===== src/rtl/agc_quantize.sv =====
`default_nettype none
// ============================================================================
// Module   : agc_quantize
// Brief    : 2-bit offset-binary sample quantizer with windowed automatic
//            gain control of the magnitude threshold.
// Revision : 1.0 - initial release
// ============================================================================
module agc_quantize #(
   parameter int W        = 8,
   parameter int LOG_WIN  = 10,
   parameter int THR_INIT = 8,
   parameter int THR_MIN  = 1,
   parameter int THR_MAX  = (1 << (W - 1)) - 1,
   parameter int TGT_LO   = 307,
   parameter int TGT_HI   = 348
) (
   input  logic               clk,
   input  logic               rst_n,
   input  logic               x_valid,
   input  logic [W-1:0]       x,
   input  logic               agc_en,
   input  logic               thr_load,
   input  logic [W-2:0]       thr_value,
   output logic               y_valid,
   output logic [1:0]         y,
   output logic [W-2:0]       thr,
   output logic               win_done,
   output logic [LOG_WIN:0]   win_count
);

   localparam logic [W-2:0]     c_thr_init = THR_INIT[W-2:0];
   localparam logic [W-2:0]     c_thr_min  = THR_MIN[W-2:0];
   localparam logic [W-2:0]     c_thr_max  = THR_MAX[W-2:0];
   localparam logic [W-2:0]     c_thr_one  = {{(W-2){1'b0}}, 1'b1};
   localparam logic [LOG_WIN:0] c_tgt_lo   = TGT_LO[LOG_WIN:0];
   localparam logic [LOG_WIN:0] c_tgt_hi   = TGT_HI[LOG_WIN:0];
   localparam logic [LOG_WIN-1:0] c_wcnt_one = {{(LOG_WIN-1){1'b0}}, 1'b1};

   logic [LOG_WIN-1:0] r_wcnt;
   logic [LOG_WIN:0]   r_lcnt;

   logic [W-2:0]       w_mag;
   logic               w_large;
   logic               w_win_end;
   logic [LOG_WIN:0]   w_final;
   logic [W-2:0]       w_thr_nxt;

   // One's-complement magnitude: the most negative code maps to the top
   // magnitude instead of overflowing.
   assign w_mag     = x[W-1] ? ~x[W-2:0] : x[W-2:0];
   assign w_large   = (w_mag >= thr);
   assign w_win_end = x_valid && (r_wcnt == {LOG_WIN{1'b1}});
   assign w_final   = r_lcnt + {{LOG_WIN{1'b0}}, w_large};

   always_comb begin
      w_thr_nxt = thr;
      if (thr_load) begin
         w_thr_nxt = thr_value;
      end else if (w_win_end && agc_en) begin
         if ((w_final > c_tgt_hi) && (thr < c_thr_max)) begin
            w_thr_nxt = thr + c_thr_one;
         end else if ((w_final < c_tgt_lo) && (thr > c_thr_min)) begin
            w_thr_nxt = thr - c_thr_one;
         end
      end
   end

   always_ff @(posedge clk or negedge rst_n) begin
      if (!rst_n) begin
         y         <= 2'b00;
         y_valid   <= 1'b0;
         win_done  <= 1'b0;
         win_count <= '0;
         thr       <= c_thr_init;
         r_wcnt    <= '0;
         r_lcnt    <= '0;
      end else begin
         y_valid  <= x_valid;
         win_done <= w_win_end;
         thr      <= w_thr_nxt;
         if (x_valid) begin
            y      <= {~x[W-1], x[W-1] ^ w_large};
            r_wcnt <= r_wcnt + c_wcnt_one;
            if (w_win_end) begin
               win_count <= w_final;
               r_lcnt    <= '0;
            end else begin
               r_lcnt    <= w_final;
            end
         end
      end
   end

endmodule
`default_nettype wire


===== config.mk =====
export PLATFORM = sky130hd
export DESIGN_NAME = agc_quantize
export DESIGN_NICKNAME = d
export VERILOG_FILES = /design/src/rtl/agc_quantize.sv
export SDC_FILE = /design/constraint.sdc
export NUM_CORES = 1
export LEC_CHECK = 0
export CAP_MARGIN = 20
export CELL_PAD_IN_SITES_DETAIL_PLACEMENT = 1
export CELL_PAD_IN_SITES_GLOBAL_PLACEMENT = 2
export CORE_MARGIN = 2
export CORE_UTILIZATION = 30
export CTS_CLUSTER_DIAMETER = 120
export DETAILED_ROUTE_END_ITERATION = 6
export PLACE_DENSITY_LB_ADDON = 0.25
export SYNTH_ARGS = -nofsm -noshare
export SYNTH_HDL_FRONTEND = slang
export SYNTH_SLANG_ARGS = --single-unit
export TNS_END_PERCENT = 5

===== constraint.sdc =====
create_clock -name clk -period 4.4 [get_ports clk]
set_input_delay 0.88 -clock clk [delete_from_list [all_inputs] [get_ports clk]]
set_output_delay 0.88 -clock clk [all_outputs]
set_load 0.02 [all_outputs]

==> flow_summary_export.csv <==
group,metric,value,unit
place,numPortBuffers,41,
timing,report.final.setup_viol,0,
grt,antenna_found_initial,0,
grt,grt_pass1_vias,2487,
setup_path,critPathMaxStageDelay,0.47,ns
clock_network,cts.sinks,43,
synthesis,synthMuxAreaShare,0.0392,
clock_network,tritoncts,"yes",
route,wl_per_cell,15.8,um
die,die_h,100,um
timing,max_slew_margin,0.655,
route,totalWireLength,7450,um
synthesis,syn_inst,300,
outcome,outcome,"complete, no violations",
synthesis,seq_area_frac_synth,0.388,
clock_network,cts-root-buf,"clkbuf_8",
pwr,switching_share,0.359,
setup_path,reg2regPathDepth,17,
synthesis,yosysTopAreaCellShare,0.379,
synthesis,synthArstFlopShare,1.00,
synthesis,synthFlopType,"dfrtp_1",
synthesis,synth_seq_cells,43,
timing,setup_tns,0,ns
die,start_util,0.305,
timing,hold_viol_final,0,
timing,tightest_slew,0.511,ns
pwr,pwr-share-seq,0.440,
die,core_area,9110,um2
cells_and_area,layout-drive-gt1-share,0.219,
min_path,hold_path_class,"flip-flop to flip-flop",
pwr,p_int,0.000827,W
setup_path,cp_data_arrival_time,4.57,ns
setup_path,crit_path_end,"thr[6]$_DFFE_PN0P_",
synthesis,syn_nets,334,
pwr,vdd_drop_max,0.166,mV
die,rows,35,
clock_network,cts_buffers,5,
place,hpwl,5360,um
setup_path,r2r_setup_slack,0.40,ns
cells_and_area,nNetsFinal,394,
timing,skew,0.00980,ns
pwr,powerDensity,350,nW/um2
grt,grt_pass1_wl,12500,um
run,cap_violations,0,
timing,maxSlewViolCount,0,
route,firstDrtPassIters,4,
setup_path,timing.rr.start,"thr[1]$_DFFE_PN0P_",
cells_and_area,diodes,0,
setup_path,crit_start,"x[7]",
timing,fin_crit_sh,0.985,
clock_network,path_clk_slew,0.09,ns
clock_network,clk_latency,0.30,ns
synthesis,synthXorXnorAreaFrac,0.0758,
synthesis,synth_compound_area_frac,0.164,
grt,grt-ovfl-total,0,
synthesis,syn_area,2770,um2
setup_path,crit_type,"input port to flip-flop",
place,preCtsSetupSlack,-0.886,ns
synthesis,synth_cell_type_count,58,
pwr,leakagePower,1.56,nW
setup_path,crit_top_cell,"a21o_1",
setup_path,startpoint_type,"input port",
clock_network,clockBufferDepth,2,
grt,grt_start_max_net_pins,44,
timing,setup_slack,0.0639,ns
min_path,min_from,"r_wcnt[9]$_DFFE_PN0P_",
route,avgViaCountPerCell,5.22,
route,ant_nets,0,
pwr,p_clk_frac,0.224,
setup_path,crit_slowest_cell,"or4_1",
synthesis,yosysTopAreaCell,"dfrtp_1",
timing,grt_setup_unrepaired,"yes",
synthesis,synth_top_family_by_area,"simple AND/OR/NAND/NOR gates",
cells_and_area,fin_util,0.404,
setup_path,path_max_fanout,8,
route,via_count,2463,
route,drc,0,
timing,hold_ws,0.476,ns
die,dieArea,10000,um2
setup_path,required,4.63,ns
timing,period_needed,4.34,ns
synthesis,syn_avg_cell_area,9.25,um2
place,gp_congestion,0.822,
pwr,power_switching,0.000464,W
setup_path,crit_chain,"buf_8 > xnor2_2 > ha_1 > nand2b_4 > a21o_1 > a21o_1 > a21o_1 > a211o_1 > a21oi_2 > inv_1 > ha_4 > ha_4 > nor2_4 > o32ai_4 > a211oi_2 > o221a_4 > mux2_4 > or4_1 > nand3_1",
synthesis,synth_enable_flop_cells,0,
die,die_w,100,um
grt,grt_usage,0.156,
die,ios,42,
route,drt_iter0_markers,57,
timing,clock.fmax,0.231,GHz
synthesis,yosys_warnings,0,
cells_and_area,areaGrowthSynthToFinish,32.8,%
synthesis,synth_fa_ha_area_frac,0.0631,
setup_path,end_kind,"flip-flop",
pwr,power_frac_comb,0.336,
setup_path,regToRegEndpoint,"thr[6]$_DFFE_PN0P_",
synthesis,synthSimpleGateAreaFrac,0.207,
synthesis,synthTopCellsByArea,"dfrtp_1 38%, ha_1 6.3%, xnor2_1 4.4%, nand2_1 3.7%, nor2_1 3.2%",
clock_network,htreeDepth,2,
what timing repair did:
| action | CTS | global route |
|---|---|---|
| resized for setup | 25 | 2 |
| setup endpoints to repair | 7 | 7 |
| pin swaps | 10 | 7 |
| hold buffers | 0 | 0 |
| buffers inserted | 1 | 1 |
layout make-up:
class | count | area, um2
tap | 111 | 139
fill | 1066 | 5430
clock buffer | 8 | 100
sequential | 43 | 1080
timing repair buffer | 71 | 643
inverter | 14 | 52.6
multi-input combinational | 225 | 1670
layer usage:
metal / GRT usage / up-vias / part of all wire
li1: - / 1197 / -
met1: 0.218 / 1231 / 0.49
met2: 0.251 / 33 / 0.48
met3: 0.0279 / 2 / 0.024
met4: 0.0358 / 0 / 0.0062
met5: 0 / - / 0
sequential cells by signal, summed over array words and instances (netlist names):
name and cells:
r_lcnt 11, win_count 11, r_wcnt 10, thr 7, y 2, win_done 1
y_valid 1
worst min path at each step:
stage	endpoint	slack [ns]	depth (start not counted)
floorplan	r_wcnt[9]$_DFFE_PN0P_	0.44	1
global placement	r_wcnt[9]$_DFFE_PN0P_	0.45	1
detailed placement	r_wcnt[9]$_DFFE_PN0P_	0.46	1
CTS	r_wcnt[9]$_DFFE_PN0P_	0.48	1
global route	r_wcnt[9]$_DFFE_PN0P_	0.51	1
finish	r_wcnt[9]$_DFFE_PN0P_	0.48	1
placed cells by master, fill, tap and decap left out, drive strengths merged, types with 2 or more instances in the layout:
cell type / synthesis / final
a211o: 2 / 2
a21o: 3 / 3
a21oi: 12 / 12
a31oi: 4 / 4
and3: 7 / 7
buf: 11 / 34
clkbuf: 7 / 8
clkdlybuf4s50: 0 / 36
dfrtp: 42 / 42
ha: 14 / 14
inv: 13 / 13
mux2: 7 / 7
mux2i: 3 / 3
nand2: 29 / 29
nand2b: 5 / 5
nand3: 16 / 16
nand4: 5 / 5
nor2: 25 / 25
nor3: 10 / 10
nor4: 3 / 3
o2111ai: 2 / 2
o21a: 4 / 4
o21ai: 16 / 16
o221ai: 2 / 2
o22ai: 2 / 2
o31ai: 4 / 4
o32ai: 4 / 4
o41ai: 3 / 3
or3: 2 / 2
or4: 2 / 2
xnor2: 14 / 14
xor2: 10 / 10
cell usage after synthesis (all sizes together), types with 10 or more instances:
| library cell | number |
|---|---|
| a21oi | 12 |
| buf | 11 |
| dfrtp | 42 |
| ha | 14 |
| inv | 13 |
| nand2 | 29 |
| nand3 | 16 |
| nor2 | 25 |
| nor3 | 10 |
| o21ai | 16 |
| xnor2 | 14 |
| xor2 | 10 |
worst max-delay path: cells and delay by family:
kind	cells	cell delay, ns
buffers and inverters	2	0.19
adders and majority gates	3	0.76
AOI/OAI and AO/OA	8	1.60
xor gates and xnor gates	1	0.12
muxes	1	0.31
and+or+nand+nor	4	0.73
cells by family after synthesis:
family / Yosys count
AO/OA/AOI/OAI: 67
XOR/XNOR: 24
adder cells (fa/ha/maj): 14
buffers and inverters: 32
flip-flops: 43
multiplexers: 10
AND/OR/NAND/NOR: 110
power by group through the flow:
stage	Clock [W]	Combinational, W	Sequential [W]
after global routing	0.000321	0.000482	0.000584
after global placement	0	0.000402	0.000574
after detailed placement	0	0.000414	0.000575
final	0.000289	0.000434	0.000568
after floorplan	0	0.000303	0.000541
after CTS	0.000302	0.000436	0.000568
per-stage QoR:
step                cells  total power [W]  cell area, um2
global route          472          0.00139            3680
detailed placement    461         0.000989            3490
global placement      461         0.000976            3490
finish                472          0.00129            3680
CTS                   470          0.00131            3640
floorplan             300         0.000844            2880
(Power assumes the default switching activity.)
